$ cat config.mk
export PLATFORM = sky130hd
export DESIGN_NAME = matrix_operand_loader
export DESIGN_NICKNAME = d
export VERILOG_FILES = /design/src/rtl/matrix_pkg.sv /design/src/rtl/word_to_elem_packer.sv /design/src/rtl/matrix_operand_loader.sv
export SDC_FILE = /design/constraint.sdc
export NUM_CORES = 1
export LEC_CHECK = 0
export CORE_MARGIN = 2
export CORE_UTILIZATION = 53
export CTS_BUF_LIST = sky130_fd_sc_hd__clkbuf_4 sky130_fd_sc_hd__clkbuf_8
export CTS_CLUSTER_DIAMETER = 120
export DETAILED_ROUTE_END_ITERATION = 7
export GPL_ROUTABILITY_DRIVEN = 0
export GPL_TIMING_DRIVEN = 0
export PLACE_DENSITY = 0.83
export SLEW_MARGIN = 20
export SYNTH_ARGS = -nofsm -noshare
export SYNTH_HDL_FRONTEND = slang
export SYNTH_SLANG_ARGS = --single-unit
$ cat constraint.sdc
create_clock -name clk -period 15.2 [get_ports clk]
set_input_delay 1.52 -clock clk [delete_from_list [all_inputs] [get_ports clk]]
set_output_delay 1.52 -clock clk [all_outputs]
set_load 0.01 [all_outputs]
$ cat src/rtl/matrix_pkg.sv
// Shared types and size tables for the matrix operand loader and its packer.
// Pure declarations: no latency and no flow control of its own.
package matrix_pkg;

    localparam int ELEM_W        = 8;
    localparam int MAX_ELEM      = 25;
    localparam int WORD_W        = 32;
    localparam int ELEM_PER_WORD = WORD_W / ELEM_W;
    localparam int MAT_W         = ELEM_W * MAX_ELEM;
    localparam int IDX_W         = 5;
    localparam int WCNT_W        = 3;

    localparam logic [1:0] SZ_2X2 = 2'b00;
    localparam logic [1:0] SZ_3X3 = 2'b01;
    localparam logic [1:0] SZ_4X4 = 2'b10;
    localparam logic [1:0] SZ_5X5 = 2'b11;

    typedef enum logic [1:0] {
        IDLE   = 2'd0,
        LOAD_A = 2'd1,
        LOAD_B = 2'd2,
        HOLD   = 2'd3
    } state_t;

    function automatic logic [IDX_W-1:0] n_elem(input logic [1:0] size);
        case (size)
            SZ_2X2:  return 5'd4;
            SZ_3X3:  return 5'd9;
            SZ_4X4:  return 5'd16;
            default: return 5'd25;
        endcase
    endfunction

    function automatic logic [WCNT_W-1:0] words_per_matrix(input logic [1:0] size);
        case (size)
            SZ_2X2:  return 3'd1;
            SZ_3X3:  return 3'd3;
            SZ_4X4:  return 3'd4;
            default: return 3'd7;
        endcase
    endfunction

endpackage

$ cat src/rtl/word_to_elem_packer.sv
// Maps one input word onto the element slots it fills; bytes at or past n_elem are dropped.
// Purely combinational, no backpressure: the caller qualifies the mask with its transfer strobe.
module word_to_elem_packer
    import matrix_pkg::*;
(
    input  logic [IDX_W-1:0]    elem_idx,
    input  logic [IDX_W-1:0]    elem_lim,
    input  logic [WORD_W-1:0]   wr_data,
    output logic [MAX_ELEM-1:0] slot_mask,
    output logic [MAT_W-1:0]    slot_data
);

    logic [IDX_W:0] slot [ELEM_PER_WORD];

    always_comb begin
        slot_mask = '0;
        slot_data = '0;
        for (int k = 0; k < ELEM_PER_WORD; k++) begin
            slot[k] = {1'b0, elem_idx} + (IDX_W+1)'(k);
            // elem_lim never exceeds MAX_ELEM, so a passing slot always fits IDX_W bits
            if (slot[k] < {1'b0, elem_lim}) begin
                slot_mask[slot[k][IDX_W-1:0]] = 1'b1;
                slot_data[slot[k][IDX_W-1:0]*ELEM_W +: ELEM_W] = wr_data[k*ELEM_W +: ELEM_W];
            end
        end
    end

endmodule

$ cat src/rtl/matrix_operand_loader.sv
// Assembles matrix A then B from a 32-bit word stream and holds them until acknowledged.
// Last B word in cycle t gives operands_valid at t+1; wr_ready is high only while loading and drops on abort.
module matrix_operand_loader
    import matrix_pkg::*;
(
    input  logic              clk,
    input  logic              reset,
    input  logic              start,
    input  logic              abort,
    input  logic [1:0]        matrix_size,
    input  logic              wr_valid,
    input  logic [WORD_W-1:0] wr_data,
    output logic              wr_ready,
    output logic [MAT_W-1:0]  matrix_A,
    output logic [MAT_W-1:0]  matrix_B,
    output logic [1:0]        size_out,
    output logic              operands_valid,
    input  logic              operands_ack,
    output logic              busy,
    output logic              error
);

    state_t              state;
    state_t              state_nxt;
    logic [WCNT_W-1:0]   word_cnt;
    logic [IDX_W-1:0]    elem_idx;
    logic [WCNT_W-1:0]   wpm;
    logic [IDX_W-1:0]    elem_lim;
    logic                xfer;
    logic                last_word;
    logic [MAX_ELEM-1:0] slot_mask;
    logic [MAT_W-1:0]    slot_data;
    logic [MAT_W-1:0]    merged;

    assign wpm            = words_per_matrix(size_out);
    assign elem_lim       = n_elem(size_out);
    assign wr_ready       = ((state == LOAD_A) || (state == LOAD_B)) && !abort;
    assign xfer           = wr_valid && wr_ready;
    assign last_word      = (word_cnt == (wpm - WCNT_W'(1)));
    assign operands_valid = (state == HOLD);
    assign busy           = (state != IDLE);

    word_to_elem_packer u_packer (
        .elem_idx  (elem_idx),
        .elem_lim  (elem_lim),
        .wr_data   (wr_data),
        .slot_mask (slot_mask),
        .slot_data (slot_data)
    );

    // Merge the new bytes into whichever matrix is being filled right now.
    always_comb begin
        merged = (state == LOAD_B) ? matrix_B : matrix_A;
        for (int i = 0; i < MAX_ELEM; i++) begin
            if (slot_mask[i]) begin
                merged[i*ELEM_W +: ELEM_W] = slot_data[i*ELEM_W +: ELEM_W];
            end
        end
    end

    always_ff @(posedge clk or posedge reset) begin
        if (reset) begin
            state <= IDLE;
        end else begin
            state <= state_nxt;
        end
    end

    always_comb begin
        state_nxt = state;
        if (abort) begin
            state_nxt = IDLE;
        end else begin
            case (state)
                IDLE:    if (start)                state_nxt = LOAD_A;
                LOAD_A:  if (xfer && last_word)    state_nxt = LOAD_B;
                LOAD_B:  if (xfer && last_word)    state_nxt = HOLD;
                HOLD:    if (operands_ack)         state_nxt = IDLE;
                default:                           state_nxt = IDLE;
            endcase
        end
    end

    always_ff @(posedge clk or posedge reset) begin
        if (reset) begin
            matrix_A <= '0;
            matrix_B <= '0;
            size_out <= '0;
            word_cnt <= '0;
            elem_idx <= '0;
            error    <= 1'b0;
        end else begin
            error <= 1'b0;
            if (abort) begin
                matrix_A <= '0;
                matrix_B <= '0;
                word_cnt <= '0;
                elem_idx <= '0;
            end else begin
                if (start && (state != IDLE)) begin
                    error <= 1'b1;
                end
                case (state)
                    IDLE: begin
                        if (start) begin
                            size_out <= matrix_size;
                            matrix_A <= '0;
                            matrix_B <= '0;
                            word_cnt <= '0;
                            elem_idx <= '0;
                        end
                    end
                    LOAD_A, LOAD_B: begin
                        if (xfer) begin
                            if (state == LOAD_A) begin
                                matrix_A <= merged;
                            end else begin
                                matrix_B <= merged;
                            end
                            if (last_word) begin
                                word_cnt <= '0;
                                elem_idx <= '0;
                            end else begin
                                word_cnt <= word_cnt + WCNT_W'(1);
                                elem_idx <= elem_idx + IDX_W'(ELEM_PER_WORD);
                            end
                        end
                    end
                    default: ;
                endcase
            end
        end
    end

endmodule

==> flow_metrics.py <==
metrics = {
    "run_status": {
        "outcome": "completed",
    },
    "clock_network": {
        "cts_hold_repair.buffers": 0,
        "cts.root.buffer_cell": "clkbuf_8",
        "tritoncts": "done",
        "clock_sink_count": 411,
        "cts_post_setup_buffers_inserted": 0,
        "h-tree-depth": 3,
        "cts_made_buffers": 71,
        "clk_path_buf_depth": 3,
        "clock_latency_ns": 0.63,
        "number_of_gates_given_a_new_drive_strength_after_cts": 0,
        "cts.reportedPaths.clkPinSlew_ns": 0.06,
    },
    "critical_path": {
        "cp.required_ns": 13.68,
        "timing.critical_path.to_type": "primary output",
        "reg2reg_to": "matrix_B[4]",
        "r2r_start": "state[0]",
        "reg2reg_slack_ns": 11.59,
        "worst-endpoint-arrival_ns": 3.55,
        "critical_path.startpoint_type": "input pin",
        "worst-r2r-cell-count": 7,
        "worstSetupPathType": "input pin to primary output",
        "path_max_fanout": 10,
    },
    "layout": {
        "syn_to_final_growth_pct": 33.3,
        "layout-drive-gt1-share_pct": 15.0,
        "num_antenna_cells": 0,
        "final_cells": 2844,
        "commonest_non_fill_non_tap_cell_in_the_layout": "clkdlybuf4s50_1",
        "nets": 2342,
        "layout.cells.most_common_list": "444 x clkdlybuf4s50_1, 411 x dfrtp_1, 233 x mux2i_1",
    },
    "routing": {
        "drt-total-wl_mm": 74.8,
        "via_count": 18049,
        "route.antenna.remaining_nets": 0,
        "route.detailed.wl_per_inst_microns": 26.3,
        "detail_route.drc_violations": 0,
        "drt-initial-drc-count": 1770,
        "drt_pre_antenna_iters": 8,
        "detail_route.vias_per_cell": 6.35,
    },
    "place": {
        "dpl.hpwl_mm": 53.6,
        "dp_cells": 2721,
        "dp_slack_ns": 10.18,
        "io_buffers": 444,
    },
    "synth": {
        "ys_async_sr_fraction_pct": 100,
        "synth_edf_count": 0,
        "syn_inst_count": 1762,
        "ys_ff_latch": 411,
        "yosys-top-cells-area": "dfrtp_1 51%, mux2i_1 12%, mux2_2 9.0%",
        "netlist.top_cell.by_area": "dfrtp_1",
        "avgSynthCellArea_sq_um": 11.5,
        "synth_seq_area_share_pct": 50.8,
        "synth-warning-count": 0,
        "synth_cell_types": 57,
        "synth_flop_cell": "dfrtp_1",
        "synth.cell_area_sq_um": 20200,
        "top_area_cell_type_share_of_the_netlist_area_pct": 50.8,
    },
    "hold_path": {
        "worst_hold_path.num_cells": 2,
        "hp-start": "matrix_B[12]",
        "hold_path_end": "matrix_B[12]",
        "min_path_type": "flop to flop",
    },
    "floorplan": {
        "die_height_microns": 199,
        "rows": 71,
        "chipWidth_microns": 199,
        "initial_core_util_pct": 53.7,
        "core_area_sq_um": 37700,
        "dieArea_sq_um": 39800,
        "ios": 446,
    },
    "sta": {
        "timing.setup.tns_ns": 0,
        "post-route-worst-setup-slack_ns": 10.13,
        "finalMaxSlewViolations": 0,
        "clock_skew_ns": 0.0263,
        "setup_repair_after_global_routing_missed_its_margin": "false",
        "max_slew_margin_pct": 31.5,
        "finalCritPeriodShare_pct": 33.3,
        "fmaxAchievable_mhz": 197,
        "setup_viol_count_final": 0,
        "final-hold-violation-count": 0,
        "tightestPinTransition_ns": 1.03,
        "final.min_clock_period_ns": 5.07,
    },
    "global_route": {
        "globalRouteMet3Util_pct": 10.5,
        "grt_max_degree": 112,
        "grt_antenna_before_repair": 0,
        "global_route_wire_length_before_repair_mm": 110,
        "grtUsageMet1_pct": 47.9,
        "gr-usage-met2_pct": 57.4,
        "tot_gr_track_use_pct": 37.2,
        "grt-ovfl-total": 0,
        "globalRoute.busiestLayer": "met2",
        "first_global_vias": 17892,
    },
    "job": {
        "drv.max_cap_violation_count": 0,
    },
    "pwr": {
        "power_leakage_nw": 11.5,
        "p_per_area_nw_per_um2": 126,
        "ir_drop_mv": 0.0881,
    },
}
sequential cells by signal, indices dropped and copies added, names as in the netlist:
signal	count
error	1
word_cnt	3
size_out	2
matrix_B	200
state	2
matrix_A	200
elem_idx	3
through the flow:
step	instance area (sq um)	hold slack [ns]	utilization, %	power (mW)
final	27000	0.499	71.6	3.39
after global routing	27000	0.526	71.6	3.50
after CTS	27000	0.501	71.6	3.37
after detailed placement	25400	0.489	67.5	2.27
after global placement	25300	0.489	67.2	2.25
after floorplan	20200	0.529	-	1.86
area by class of cell:
cell class	instances	area [sq um]
buffer	135	571
clock buffer	113	1460
clock inverter	10	108
fill	2738	10700
inverter	13	56.3
multi-input combinational	1204	9340
sequential	411	10300
tap	511	639
timing repair buffer	447	4530
where the power goes:
group	total [mW]	switching [mW]	leakage (nW)	internal, mW
Combinational	1.13	0.781	4.94	0.347
Sequential	1.15	0.0332	5.74	1.12
Clock	1.11	0.471	0.819	0.639
Total	3.39	1.28	11.5	2.11
routing by layer:
layer | share of wire (%) | up-vias
met2 | 46 | 1112
li1 | - | 7638
met3 | 11 | 208
met5 | 0 | -
met1 | 38 | 9091
met4 | 5.2 | 0
worst max-delay path, cell delays in order:
cell	delay, ns
buf_2	0.15
nand2b_1	0.15
buf_2	0.18
clkinv_1	0.14
buf_2	0.31
buf_1	0.45
clkdlybuf4s50_1	0.64
worst max path at each step:
stage           from           to  slack, ns  cells past startpoint
2_1_floorplan  reset  elem_idx[2]       2.24                      1
3_3_place_gp   reset  matrix_A[5]      -2.23                      2
3_5_place_dp   abort     wr_ready      10.18                      7
4_1_cts        abort     wr_ready      10.17                      7
5_1_grt        abort     wr_ready      10.06                      7
6_report       abort     wr_ready      10.13                      7
synthesized netlist by cell type (10+ instances only):
library cell  instances
buf_1                19
nor2b_1              10
clkbuf_1             80
nor2_1               15
a31o_2               18
nand2_1             180
mux2i_1             233
inv_1                12
a2bb2oi_1            32
nand3_1              62
ha_1                 19
o21ai_1              18
mux2_2              162
dfrtp_1             411
a22o_1              186
buf_2                32
o22ai_1              49
o21ai_0             115
cell families (layout without fill, tap and decap cells):
logic type      after synthesis  in the layout  share of synthesized area [%]
compound gates              469            469                           17.1
xor+xnor                      2              2                         0.0866
fa+ha+maj                    19             19                           1.17
buf+inv                     148            718                           3.06
flops                       411            411                           50.8
mux                         396            396                           20.6
other cells                   1              2                         0.0185
simple gates                316            316                           7.18
Power figures use the tool's default switching activity.
